### src/rtl/mem_arbiter.sv
// Two-port arbiter between the dcache command queue and the icache miss port onto a single memory bus.
// Routes accept tags to the granted requester and completion tags to the cache that owns each load tag.
module mem_arbiter #(
  parameter int STARVE_LIMIT = 4
) (
  input  logic        clock,
  input  logic        reset,
  input  logic [1:0]  dcache2mem_command,
  input  logic [63:0] dcache2mem_addr,
  input  logic [63:0] dcache2mem_data,
  input  logic [1:0]  icache2mem_command,
  input  logic [63:0] icache2mem_addr,
  input  logic [3:0]  mem2proc_response,
  input  logic [63:0] mem2proc_data,
  input  logic [3:0]  mem2proc_tag,
  output logic [1:0]  proc2mem_command,
  output logic [63:0] proc2mem_addr,
  output logic [63:0] proc2mem_data,
  output logic [3:0]  mem2dcache_response,
  output logic [3:0]  mem2icache_response,
  output logic [3:0]  mem2dcache_tag,
  output logic [3:0]  mem2icache_tag,
  output logic [63:0] mem2cache_data,
  output logic        grant_icache,
  output logic        mem_idle
);

  localparam logic [1:0] BUS_NONE  = 2'd0;
  localparam logic [1:0] BUS_LOAD  = 2'd1;
  localparam logic [1:0] BUS_STORE = 2'd2;
  localparam logic [3:0] LIMIT     = 4'(STARVE_LIMIT);

  logic [3:0]  starve_cnt;
  logic [15:1] valid;
  logic [15:1] owner;

  logic dcache_req, icache_req, starved;
  logic grant_d, grant_i;
  logic resp_nz, record_load, cpl_hit;

  always_comb begin
    dcache_req  = (dcache2mem_command == BUS_LOAD) || (dcache2mem_command == BUS_STORE);
    icache_req  = (icache2mem_command == BUS_LOAD);
    starved     = (starve_cnt >= LIMIT);
    grant_i     = !reset && icache_req && (!dcache_req || starved);
    grant_d     = !reset && dcache_req && !grant_i;
    resp_nz     = (mem2proc_response != 4'd0);
    record_load = resp_nz && ((grant_d && dcache2mem_command == BUS_LOAD) || grant_i);
    // Tag 0 means "no completion"; the guard keeps the table lookup in range.
    cpl_hit     = !reset && (mem2proc_tag != 4'd0) && valid[mem2proc_tag];
  end

  always_comb begin
    proc2mem_command    = BUS_NONE;
    proc2mem_addr       = 64'd0;
    proc2mem_data       = 64'd0;
    mem2dcache_response = 4'd0;
    mem2icache_response = 4'd0;
    mem2dcache_tag      = 4'd0;
    mem2icache_tag      = 4'd0;
    mem2cache_data      = mem2proc_data;
    grant_icache        = grant_i;
    mem_idle            = reset || (!(|valid) && !dcache_req && !icache_req);
    if (grant_d) begin
      proc2mem_command    = dcache2mem_command;
      proc2mem_addr       = dcache2mem_addr;
      proc2mem_data       = dcache2mem_data;
      mem2dcache_response = mem2proc_response;
    end else if (grant_i) begin
      proc2mem_command    = BUS_LOAD;
      proc2mem_addr       = icache2mem_addr;
      mem2icache_response = mem2proc_response;
    end
    if (cpl_hit) begin
      if (owner[mem2proc_tag]) mem2icache_tag = mem2proc_tag;
      else                     mem2dcache_tag = mem2proc_tag;
    end
  end

  // A same-cycle completion and reissue of one tag: the later set overrides the clear.
  always_ff @(posedge clock) begin
    if (reset) begin
      valid      <= '0;
      starve_cnt <= 4'd0;
    end else begin
      if (cpl_hit) valid[mem2proc_tag] <= 1'b0;
      if (record_load) begin
        valid[mem2proc_response] <= 1'b1;
        owner[mem2proc_response] <= grant_i;
      end
      if (!icache_req || (grant_i && resp_nz)) starve_cnt <= 4'd0;
      else if (starve_cnt != 4'd15)            starve_cnt <= starve_cnt + 4'd1;
    end
  end

endmodule
### config.mk
export PLATFORM = sky130hd
export DESIGN_NAME = mem_arbiter
export DESIGN_NICKNAME = d
export VERILOG_FILES = /design/src/rtl/mem_arbiter.sv
export SDC_FILE = /design/constraint.sdc
export NUM_CORES = 1
export LEC_CHECK = 0
export BUFFER_PORTS_ARGS = -buffer_cell sky130_fd_sc_hd__buf_4
export CAP_MARGIN = 20
export CORE_AREA = 2 2 185 187
export DETAILED_ROUTE_END_ITERATION = 16
export DIE_AREA = 0 0 187 189
export GPL_ROUTABILITY_DRIVEN = 0
export GPL_TIMING_DRIVEN = 0
export SYNTH_ARGS = -nofsm -noshare
export SYNTH_HDL_FRONTEND = slang
export SYNTH_SLANG_ARGS = --single-unit
export TNS_END_PERCENT = 1
### constraint.sdc
create_clock -name clock -period 4.7 [get_ports clock]
set_input_delay 0.94 -clock clock [delete_from_list [all_inputs] [get_ports clock]]
set_output_delay 0.94 -clock clock [all_outputs]
set_load 0.01 [all_outputs]
# ---- Word-level counts from Yosys, hierarchy flattened
# Cells that the tools add are included.
dict set report classes {
  add_sub_neg 1
  n_lt_le_gt_ge 5
  n_eq_ne 4
  n_mux 24
  n_bitwise 4
  reduce_logical 28
}
# op n
set op_table {}
lappend op_table {{2-to-1 mux 64 bit} 3}
lappend op_table {{2-to-1 mux 15 bit} 3}
lappend op_table {{2-to-1 mux 4 bit} 7}
lappend op_table {{bitwise AND 15 bit} 1}
lappend op_table {{bitwise mux 15 bit} 1}
lappend op_table {{NOT 15 bit} 1}
lappend op_table {{OR 15 bit} 1}
lappend op_table {{OR reduction 15 bit} 1}
lappend op_table {{logical AND 1 bit} 13}
lappend op_table {{< comparator 4 x 5 -> 1 bit, second input constant} 2}
lappend op_table {{binary-select mux 1 bit (select 4 bit)} 2}
lappend op_table {{demux 1 bit (select 4 bit)} 2}
lappend op_table {{greater-or-equal comparator 4 x 1 -> 1 bit, second input constant} 2}
lappend op_table {{nonzero test 4 bit} 2}
lappend op_table {{zero test 1 bit} 5}
lappend op_table {{logical OR 1 bit} 5}
lappend op_table {{2-to-1 mux 1 bit} 5}
lappend op_table {{adder 4 x 1 -> 4 bit, second input constant} 1}
lappend op_table {{equality test 2 x 1 -> 1 bit, second input constant} 2}
lappend op_table {{greater-or-equal comparator 4 x 3 -> 1 bit, second input constant} 1}
lappend op_table {{inequality test 4 bit, second input constant} 1}
lappend op_table {{equality test 2 bit, second input constant} 1}
lappend op_table {{2-to-1 mux 2 bit} 1}
lappend op_table {{AND reduction 2 bit} 1}
lappend op_table {{other kinds (2)} 2}
dict set report totals {
  ff_bits 34
  inputBits 270
  output_inout_bits 212
  word_cells 69
}

# ---- Depth between registers and ports, before layout
# Gate-level depths: netlist of the first run.
dict set report depth {
  depth_word 11
  mapped_depth 8
  depth_no_buf 6
}

# ---- Worst setup path before layout of the first run
# Ideal clock, no wire load.
dict set report synth_timing {
  kind {input-to-output}
  from {input port dcache2mem_command[1]}
  to {output port proc2mem_addr[60]}
  arrival_ns 2.611
  required_time_ns 3.760
  slack_ns 1.149
  path_stages 6
  path_buffers 1
  path_cell_list {inv_1 ha_1 nor3_2 nor3_4 clkbuf_1 a22o_1}
}
dict set report synth_via {
  elab_chain_len 8
  word_cells_on_any_way 11
  classes_between {eq/ne: 2; mux: 2; reduce/logical: 7}
}
# item line_no
set synth_lines {}
lappend synth_lines {{start: declaration} 8} ;# input logic [1:0] dcache2mem_command,
lappend synth_lines {{equality test 2 x 1 -> 1 bit / equality test 2 bit (equally long branches)} 42} ;# dcache_req = (dcache2mem_command == BUS_LOAD) || (dcache2mem_command == BUS_STORE);
lappend synth_lines {{logical OR 1 bit *} 42}
lappend synth_lines {{zero test 1 bit *} 45} ;# grant_i = !reset && icache_req && (!dcache_req || starved);
lappend synth_lines {{logical OR 1 bit *} 45}
lappend synth_lines {{logical AND 1 bit *} 45}
lappend synth_lines {{via grant_icache} 24} ;# output logic grant_icache,
lappend synth_lines {{zero test 1 bit} 46} ;# grant_d = !reset && dcache_req && !grant_i;
lappend synth_lines {{logical AND 1 bit} 46}
lappend synth_lines {{2-to-1 mux 64 bit *} 64} ;# if (grant_d) begin
lappend synth_lines {{end: declaration} 17} ;# output logic [63:0] proc2mem_addr,
# The timed path passes the listed nets; every way through them passes the cells marked *.

# ---- Worst setup path after layout of the first run
dict set report layout_timing {
  from {input port dcache2mem_command[1]}
  to {output port proc2mem_addr[52]}
}
dict set report layout_via {
  elab_chain_len 8
  word_cells_on_any_way 11
  classes_between {eq/ne: 2; mux: 2; reduce/logical: 7}
}
# item line_no
set layout_lines {}
lappend layout_lines {{equality test 2 x 1 -> 1 bit / equality test 2 bit (equally long branches)} 42}
lappend layout_lines {{logical OR 1 bit *} 42}
lappend layout_lines {{zero test 1 bit} 45}
lappend layout_lines {{logical OR 1 bit} 45}
lappend layout_lines {{logical AND 1 bit} 45}
lappend layout_lines {{zero test 1 bit} 46}
lappend layout_lines {{logical AND 1 bit} 46}
lappend layout_lines {{2-to-1 mux 64 bit *} 64}
# Mark *: on every way between the ends. The rest lies on a longest branch, timed or not.

==> results.cfg, run 1 <==
[setup_path]
required_ns = 3.76
critPathArrivalTime_ns = 3.50
cp-end-kind = output port
reg2reg_depth = 3
critPathKind = in2out
crit_fanout = 10
cp-start-kind = input pin

[timing]
fmax_mhz = 225
setup_slack_ns = 0.262
grt_setup_unrepaired = no
fin_crit_sh_pct = 94.4
tns_ns = 0
fin_worst_skew_ns = 0.00657
finalSetupViolations = 0
slew-limit-headroom_pct = 29.1
hold_slack_ns = 0.505
post-route-min-period_ns = 4.44
report.final.slew_viol_count = 0
hold_viol_final = 0
worst_slew_pin_slew_ns = 1.06

[floorplan]
dieArea_um2 = 35300
die_h_um = 189
core_area_um2 = 33300
initial_core_util_pct = 10.4
die_w_um = 187
rows = 67
ios = 482

[global_route]
track_usage_pct = 13.0
antenna_found_initial = 13
grt_start_max_net_pins = 26
grt_pass1_wl_mm = 33.3
grt_pass1_vias = 4618
grt-ovfl-total = 0

[synth]
yosys_warnings = 0
syn-cell-area_um2 = 3450
syn_inst = 400
synth.distinct_cells = 49
ys_seq_elements = 34
yosysSeqAreaShare_pct = 24.1
syn_nets = 672
syn_area_per_cell_um2 = 8.63

[placement]
hpwlAfterDp_mm = 22.2
post_dp_cell_area_um2 = 7130
dp_slack_ns = 0.130
dp.cells = 1263
io_buffers = 415

[layout]
post-route-util_pct = 22.0
syn_to_final_growth_pct = 112
stdcell_count = 1278
layout_common_cells = buf_4 (480), and2_1 (73), a22o_1 (64)
final_cell_area_um2 = 7320
nets = 1094
drive_above_1_share_pct = 62.8
final_common_cell = buf_4
fillers = 3674

[power_and_ir_drop]
p_total_mw = 1.29
power.density_nw_per_um2 = 176
ir_worst_vdd_mv = 0.173
power.static_leakage_nw = 3.61

[detailed_routing]
initialDrtViolationCount = 260
vias_per_cell = 3.69
antenna_left = 0
vias = 4715
drcViolationCount = 0
first_pass_iters = 5
wl_per_cell_um = 19.3
finalWirelength_mm = 24.6

[hold_path]
whs_path_depth = 2
hold_path_class = reg2reg

[status]
status = finished clean

[clocking]
hold_buffers = 0
htreeDepth = 2
clockBufferDepth = 2
clk_pin_slew_ns = 0.06
cts_sinks = 34
cts_resized = 0
cts_setup_buffers = 0
root_buffer = clkbuf_16
clk_latency_ns = 0.28
cts_tree = yes
cts_inserted_buffers = 5

[run]
maxCapViolations = 0
-- metal layers --
metal	global-route usage [%]	share of wire, %	vias to the layer above
met5	0	0.28	-
met4	2.56	1.6	10
met3	4.75	9.4	25
met2	21.1	47	239
met1	16.4	42	2188
li1	-	-	2253
-- cell usage after synthesis, drive strengths merged --
| library cell | instances | area [um2] |
|---|---|---|
| buf | 76 | 564 |
| and2 | 73 | 457 |
| a22o | 64 | 561 |
| nor2 | 25 | 93.8 |
| dfxtp | 19 | 380 |
| clkbuf | 18 | 67.6 |
| o21ai | 16 | 80.1 |
| edfxtp | 15 | 450 |
| o211ai | 9 | 67.6 |
| inv | 8 | 30.0 |
| nand2 | 8 | 30.0 |
| nor4 | 7 | 43.8 |
| a211oi | 6 | 45.0 |
| nor3 | 6 | 57.6 |
| mux4 | 5 | 120 |
| nand2b | 5 | 31.3 |
| nand3 | 4 | 25.0 |
| o311ai | 4 | 35.0 |
| nor2b | 3 | 18.8 |
| o32ai | 3 | 26.3 |
| a21o | 2 | 15.0 |
| a31oi | 2 | 27.5 |
| ha | 2 | 25.0 |
| mux2 | 2 | 22.5 |
| mux2i | 2 | 20.0 |
| nand3b | 2 | 22.5 |
| o31ai | 2 | 20.0 |
| or2 | 2 | 12.5 |
| a211o | 1 | 17.5 |
| a221oi | 1 | 8.76 |
| a22oi | 1 | 7.51 |
| and3 | 1 | 6.26 |
| nor3b | 1 | 7.51 |
| nor4b | 1 | 8.76 |
| o221a | 1 | 20.0 |
| o31a | 1 | 8.76 |
| or3b | 1 | 8.76 |
| xnor2 | 1 | 8.76 |
-- cell families (layout without fill, tap and decap cells) --
logic type | Yosys count | count (layout) | synth area share [%]
muxes | 9 | 9 | 4.71
other | 0 | 7 | 0
buffers and inverters | 102 | 525 | 19.2
and+or+nand+nor | 139 | 139 | 23.8
DFF | 34 | 34 | 24.1
xor gates and xnor gates | 1 | 1 | 0.254
adders and majority gates | 2 | 2 | 0.725
AOI/OAI and AO/OA | 113 | 113 | 27.2
-- final cells by class --
class	instances	area [um2]	area share (%)
well taps	448	561	7.66
clock buffers	5	125	1.71
plain buffers	94	632	8.64
flip-flops and latches	34	831	11.4
inverters	8	30.0	0.410
diodes	7	17.5	0.239
repair buffers	415	3120	42.6
multi-input cells	264	1960	26.8
clock inverters	3	45.0	0.616
-- critical path, cell delays in order --
cell,delay (ns)
buf_4,0.08
inv_1,0.04
ha_1,0.46
nor3_2,0.13
nor3_4,0.57
clkbuf_1,0.74
a22o_1,0.35
buf_4,0.17
-- sequential cells by signal (all words and copies together) (netlist names) --
signal and cells:
owner 15, valid 15, starve_cnt 4
-- power breakdown --
part,internal (mW),leakage [nW],switching (mW)
logic,0.329,3.22,0.268
clock network,0.250,0.0761,0.129
registers,0.310,0.312,0.00197
total,0.889,3.61,0.399
-- path summary, 6_finish.rpt --
kind	from	endpoint	slack [ns]
worst min register to register	valid[9]$_SDFF_PP0_	valid[9]$_SDFF_PP0_	0.51
worst min-delay path	valid[9]$_SDFF_PP0_	valid[9]$_SDFF_PP0_	0.51
worst max register to register	starve_cnt[2]$_SDFFE_PP0P_	owner[13]$_DFFE_PP_	2.39
worst max-delay path	dcache2mem_command[1]	proc2mem_addr[52]	0.26
No activity file was read; power rests on OpenSTA's default activity.
==> run 2: changes to the inputs <==
--- a/config.mk
+++ b/config.mk
@@ -11,7 +11,7 @@
 export DETAILED_ROUTE_END_ITERATION = 16
 export DIE_AREA = 0 0 187 189
 export GPL_ROUTABILITY_DRIVEN = 0
-export GPL_TIMING_DRIVEN = 0
+export GPL_TIMING_DRIVEN = 1
 export SYNTH_ARGS = -nofsm -noshare
 export SYNTH_HDL_FRONTEND = slang
 export SYNTH_SLANG_ARGS = --single-unit
==> results.cfg, run 2 (synthesis gave the netlist of run 1 again) <==
[clocking]
cts_inserted_buffers = 5
htreeDepth = 2
cts_tree = yes
clockBufferDepth = 2
cts_sinks = 34
clk_latency_ns = 0.28
cts_setup_buffers = 0
root_buffer = clkbuf_16
hold_buffers = 0
clk_pin_slew_ns = 0.05
cts_resized = 0

[detailed_routing]
first_pass_iters = 5
drcViolationCount = 0
initialDrtViolationCount = 190
vias = 4183
wl_per_cell_um = 20.7
antenna_left = 0
finalWirelength_mm = 23.2
vias_per_cell = 3.73

[floorplan]
die_w_um = 187
core_area_um2 = 33300
dieArea_um2 = 35300
die_h_um = 189
ios = 482
rows = 67
initial_core_util_pct = 10.4

[hold_path]
hold_path_class = reg2reg
hp-start = valid[2]$_SDFF_PP0_

[placement]
dp.cells = 1109
io_buffers = 353
post_dp_cell_area_um2 = 6060
hpwlAfterDp_mm = 20.3
dp_slack_ns = 0.547

[timing]
fin_worst_skew_ns = 0.00544
report.final.slew_viol_count = 0
slew-limit-headroom_pct = 34.1
setup_slack_ns = 0.568
grt_setup_unrepaired = no
finalSetupViolations = 0
worst_slew_pin_slew_ns = 0.988
fmax_mhz = 242
hold_viol_final = 0
hold_slack_ns = 0.497
tns_ns = 0
post-route-min-period_ns = 4.13
fin_crit_sh_pct = 87.9

[setup_path]
cp-end-kind = output port
r2r_start = starve_cnt[2]$_SDFFE_PP0P_
path_cells = buf_4 > inv_1 > ha_1 > nor3_2 > nor3_4 > buf_4 > a22o_1 > buf_4
cp-start-kind = input pin
critPathTopFamily = buffers and inverters
required_ns = 3.76
max_stage_delay_ns = 0.75
critPathArrivalTime_ns = 3.19
critPathKind = in2out
crit_fanout = 86
crit_buf_inv = 4
cpMostUsedCell = buf_4
cp-startpoint = dcache2mem_command[1]
cpMaxStageDelayCell = buf_4

[power_and_ir_drop]
ir_worst_vdd_mv = 0.113
power.static_leakage_nw = 2.93
power.density_nw_per_um2 = 177

[global_route]
track_usage_pct = 12.2
grt-ovfl-total = 0
antenna_found_initial = 15
grt_pass1_vias = 4136
grt_start_max_net_pins = 133
grt_pass1_wl_mm = 31.3

[layout]
reg.largest.list = owner x15, valid x15, starve_cnt x4
syn_to_final_growth_pct = 79.7
nets = 940
final_common_cell = buf_4
stdcell_count = 1121
drive_above_1_share_pct = 56.5
fillers = 3745
layout_common_cells = buf_4 (354), and2_1 (73), a22o_1 (64)
final_cell_area_um2 = 6200

[status]
status = finished clean

[run]
maxCapViolations = 0
==> run 2: cell count changes in the layout (fill, tap and decap cells not counted) <==
cell	previous run	this run
bufinv_16	1	0
clkbuf_1	18	3
buf_2	9	0
buf_4	480	354
diode_2	7	4
clkinvlp_4	2	0
buf_6	1	0
==> run 2: worst register-to-register path: cells and delay by family, from the launching register on <==
kind / cells / cell delay [ns]
flops: 1 / 0.42
simple gates: 2 / 0.33
buf+inv: 1 / 0.75
==> run 2: path summary, 6_finish.rpt <==
check                             end  slack [ns]  cells after the start
setup / recovery    proc2mem_addr[46]        0.57                      8
hold / removal    valid[2]$_SDFF_PP0_        0.50                      2
setup reg to reg   owner[6]$_DFFE_PP_        2.79                      3
hold reg to reg   valid[2]$_SDFF_PP0_        0.50                      2
==> run 2: final cells by class <==
type / instances / area [um2] / share of cell area [%]
repair buffers: 355 / 2680 / 43.2
multi-input cells: 264 / 1960 / 31.6
flip-flops and latches: 34 / 831 / 13.4
well taps: 448 / 561 / 9.03
clock buffers: 8 / 136 / 2.20
inverters: 8 / 30.0 / 0.484
diodes: 4 / 10.0 / 0.161
==> run 2: routing by layer <==
layer	vias to the layer above	GRT usage, %	wire [um]
li1	1933	-	-
met1	1929	14.6	9270
met2	267	18.8	10100
met3	32	8.14	3430
met4	22	1.31	222
met5	-	0	133
==> run 2: power breakdown <==
group / total, mW / switching, mW / internal, mW / leakage, nW
logic: 0.477 / 0.221 / 0.256 / 2.55
registers: 0.313 / 0.00208 / 0.311 / 0.312
clock network: 0.306 / 0.109 / 0.196 / 0.0652
total: 1.10 / 0.332 / 0.763 / 2.93
==> run 2: stage by stage <==
stage | power (mW) | util (%)
after global routing | 1.15 | 18.6
after floorplan | 0.548 | -
after detailed placement | 0.802 | 18.2
final | 1.10 | 18.6
after global placement | 0.801 | 18.2
after CTS | 1.11 | 18.6
==> run 3: changes to the inputs <==
--- a/config.mk
+++ b/config.mk
@@ -12,6 +12,7 @@
 export DIE_AREA = 0 0 187 189
 export GPL_ROUTABILITY_DRIVEN = 0
 export GPL_TIMING_DRIVEN = 1
+export PLACE_DENSITY = 0.33
 export SYNTH_ARGS = -nofsm -noshare
 export SYNTH_HDL_FRONTEND = slang
 export SYNTH_SLANG_ARGS = --single-unit
==> results.cfg, run 3 (synthesis gave the netlist of run 1 again) <==
[timing]
worst_slew_pin_slew_ns = 0.584
finalSetupViolations = 0
hold_viol_final = 0
tns_ns = 0
fin_worst_skew_ns = 0.00302
post-route-min-period_ns = 3.94
fmax_mhz = 254
report.final.slew_viol_count = 0
slew-limit-headroom_pct = 61.1
fin_crit_sh_pct = 83.9
grt_setup_unrepaired = no

[floorplan]
die_h_um = 189
initial_core_util_pct = 10.4
ios = 482
die_w_um = 187
rows = 67
core_area_um2 = 33300
dieArea_um2 = 35300

[clocking]
cts_sinks = 34
clk_pin_slew_ns = 0.05
clk_latency_ns = 0.27
cts_inserted_buffers = 5
cts_tree = yes
hold_buffers = 0
clockBufferDepth = 2
root_buffer = clkbuf_16
cts_resized = 0
cts_setup_buffers = 0
htreeDepth = 2

[setup_path]
cp-end-kind = output port
reg2reg_depth = 4
crit_fanout = 132
path_cells = buf_4 > ha_1 > nor3_2 > nor3_4 > nor3_4 > buf_12 > a22o_1 > buf_4
cp-start-kind = input pin
required_ns = 3.76
endpoint = proc2mem_addr[53]
max_stage_delay_ns = 0.40
critPathArrivalTime_ns = 3.00
cp-startpoint = dcache2mem_command[0]
critPathKind = in2out
path_depth = 8
r2r-end = owner[1]$_DFFE_PP_
r2r_start = starve_cnt[2]$_SDFFE_PP0P_
critPathTopFamily = buffers and inverters
cpMaxStageDelayCell = ha_1
reg2reg_slack_ns = 2.92
crit_buf_inv = 3

[layout]
layout_common_cells = buf_4 (353), and2_1 (73), a22o_1 (64)
post-route-util_pct = 18.8
diodes = 0
final_cell_area_um2 = 6260
nets = 940
drive_above_1_share_pct = 56.8
reg.largest.list = owner x15, valid x15, starve_cnt x4
final_common_cell = buf_4
fillers = 3831
syn_to_final_growth_pct = 81.3

[global_route]
grt_pass1_vias = 4226
grt_pass1_wl_mm = 31.0
grt_start_max_net_pins = 133
antenna_found_initial = 2
track_usage_pct = 11.8
grt-ovfl-total = 0

[power_and_ir_drop]
ir_worst_vdd_mv = 0.135
power.density_nw_per_um2 = 193
p_total_mw = 1.21
power.static_leakage_nw = 2.95

[detailed_routing]
drcViolationCount = 0
antenna_left = 0
vias = 4022
wl_per_cell_um = 19.7
vias_per_cell = 3.60
initialDrtViolationCount = 142
first_pass_iters = 4
finalWirelength_mm = 22.0

[placement]
hpwlAfterDp_mm = 18.9
io_buffers = 353
post_dp_cell_area_um2 = 6070

[status]
status = finished clean

[hold_path]
hold_path_class = reg2reg

[run]
maxCapViolations = 0
-- run 3: worst min path at each step --
stage	from	endpoint	slack, ns	cells past startpoint
final	valid[6]$_SDFF_PP0_	valid[6]$_SDFF_PP0_	0.50	2
after global routing	valid[2]$_SDFF_PP0_	valid[2]$_SDFF_PP0_	0.53	2
after CTS	valid[6]$_SDFF_PP0_	valid[6]$_SDFF_PP0_	0.50	2
after detailed placement	valid[6]$_SDFF_PP0_	valid[6]$_SDFF_PP0_	0.49	2
after global placement	valid[6]$_SDFF_PP0_	valid[6]$_SDFF_PP0_	0.49	2
after floorplan	valid[2]$_SDFF_PP0_	valid[2]$_SDFF_PP0_	0.47	2
-- run 3: area by class of cell --
class / count / area [um2] / area share [%]
tap: 448 / 561 / 8.95
clock inverter: 3 / 63.8 / 1.02
multi-input combinational: 264 / 1960 / 31.3
sequential: 34 / 831 / 13.3
clock buffer: 5 / 125 / 2.00
inverter: 8 / 30.0 / 0.480
timing repair buffer: 355 / 2690 / 43.0
-- run 3: where the power goes --
group / switching (mW) / internal, mW
combinational: 0.219 / 0.257
sequential: 0.00205 / 0.310
clock: 0.121 / 0.302
total: 0.342 / 0.869
-- run 3: worst register-to-register path: cells and delay by family, from the launching register on --
kind | cells | cell delay, ns
compound gates | 1 | 0.44
flops | 1 | 0.43
simple gates | 3 | 0.61
-- run 3: per-stage QoR --
stage	cells	hold WS, ns	setup slack [ns]
2_1_floorplan	400	0.467	1.15
3_3_place_gp	1109	0.494	0.721
3_5_place_dp	1109	0.494	0.709
4_1_cts	1117	0.502	0.707
5_1_grt	1117	0.534	0.574
6_report	1117	0.501	0.758
-- run 3: layer usage --
layer,track usage (%),wire length [um]
met5,0,13
met4,0.855,38
met3,5.97,2460
met2,20.1,10700
met1,13.7,8760
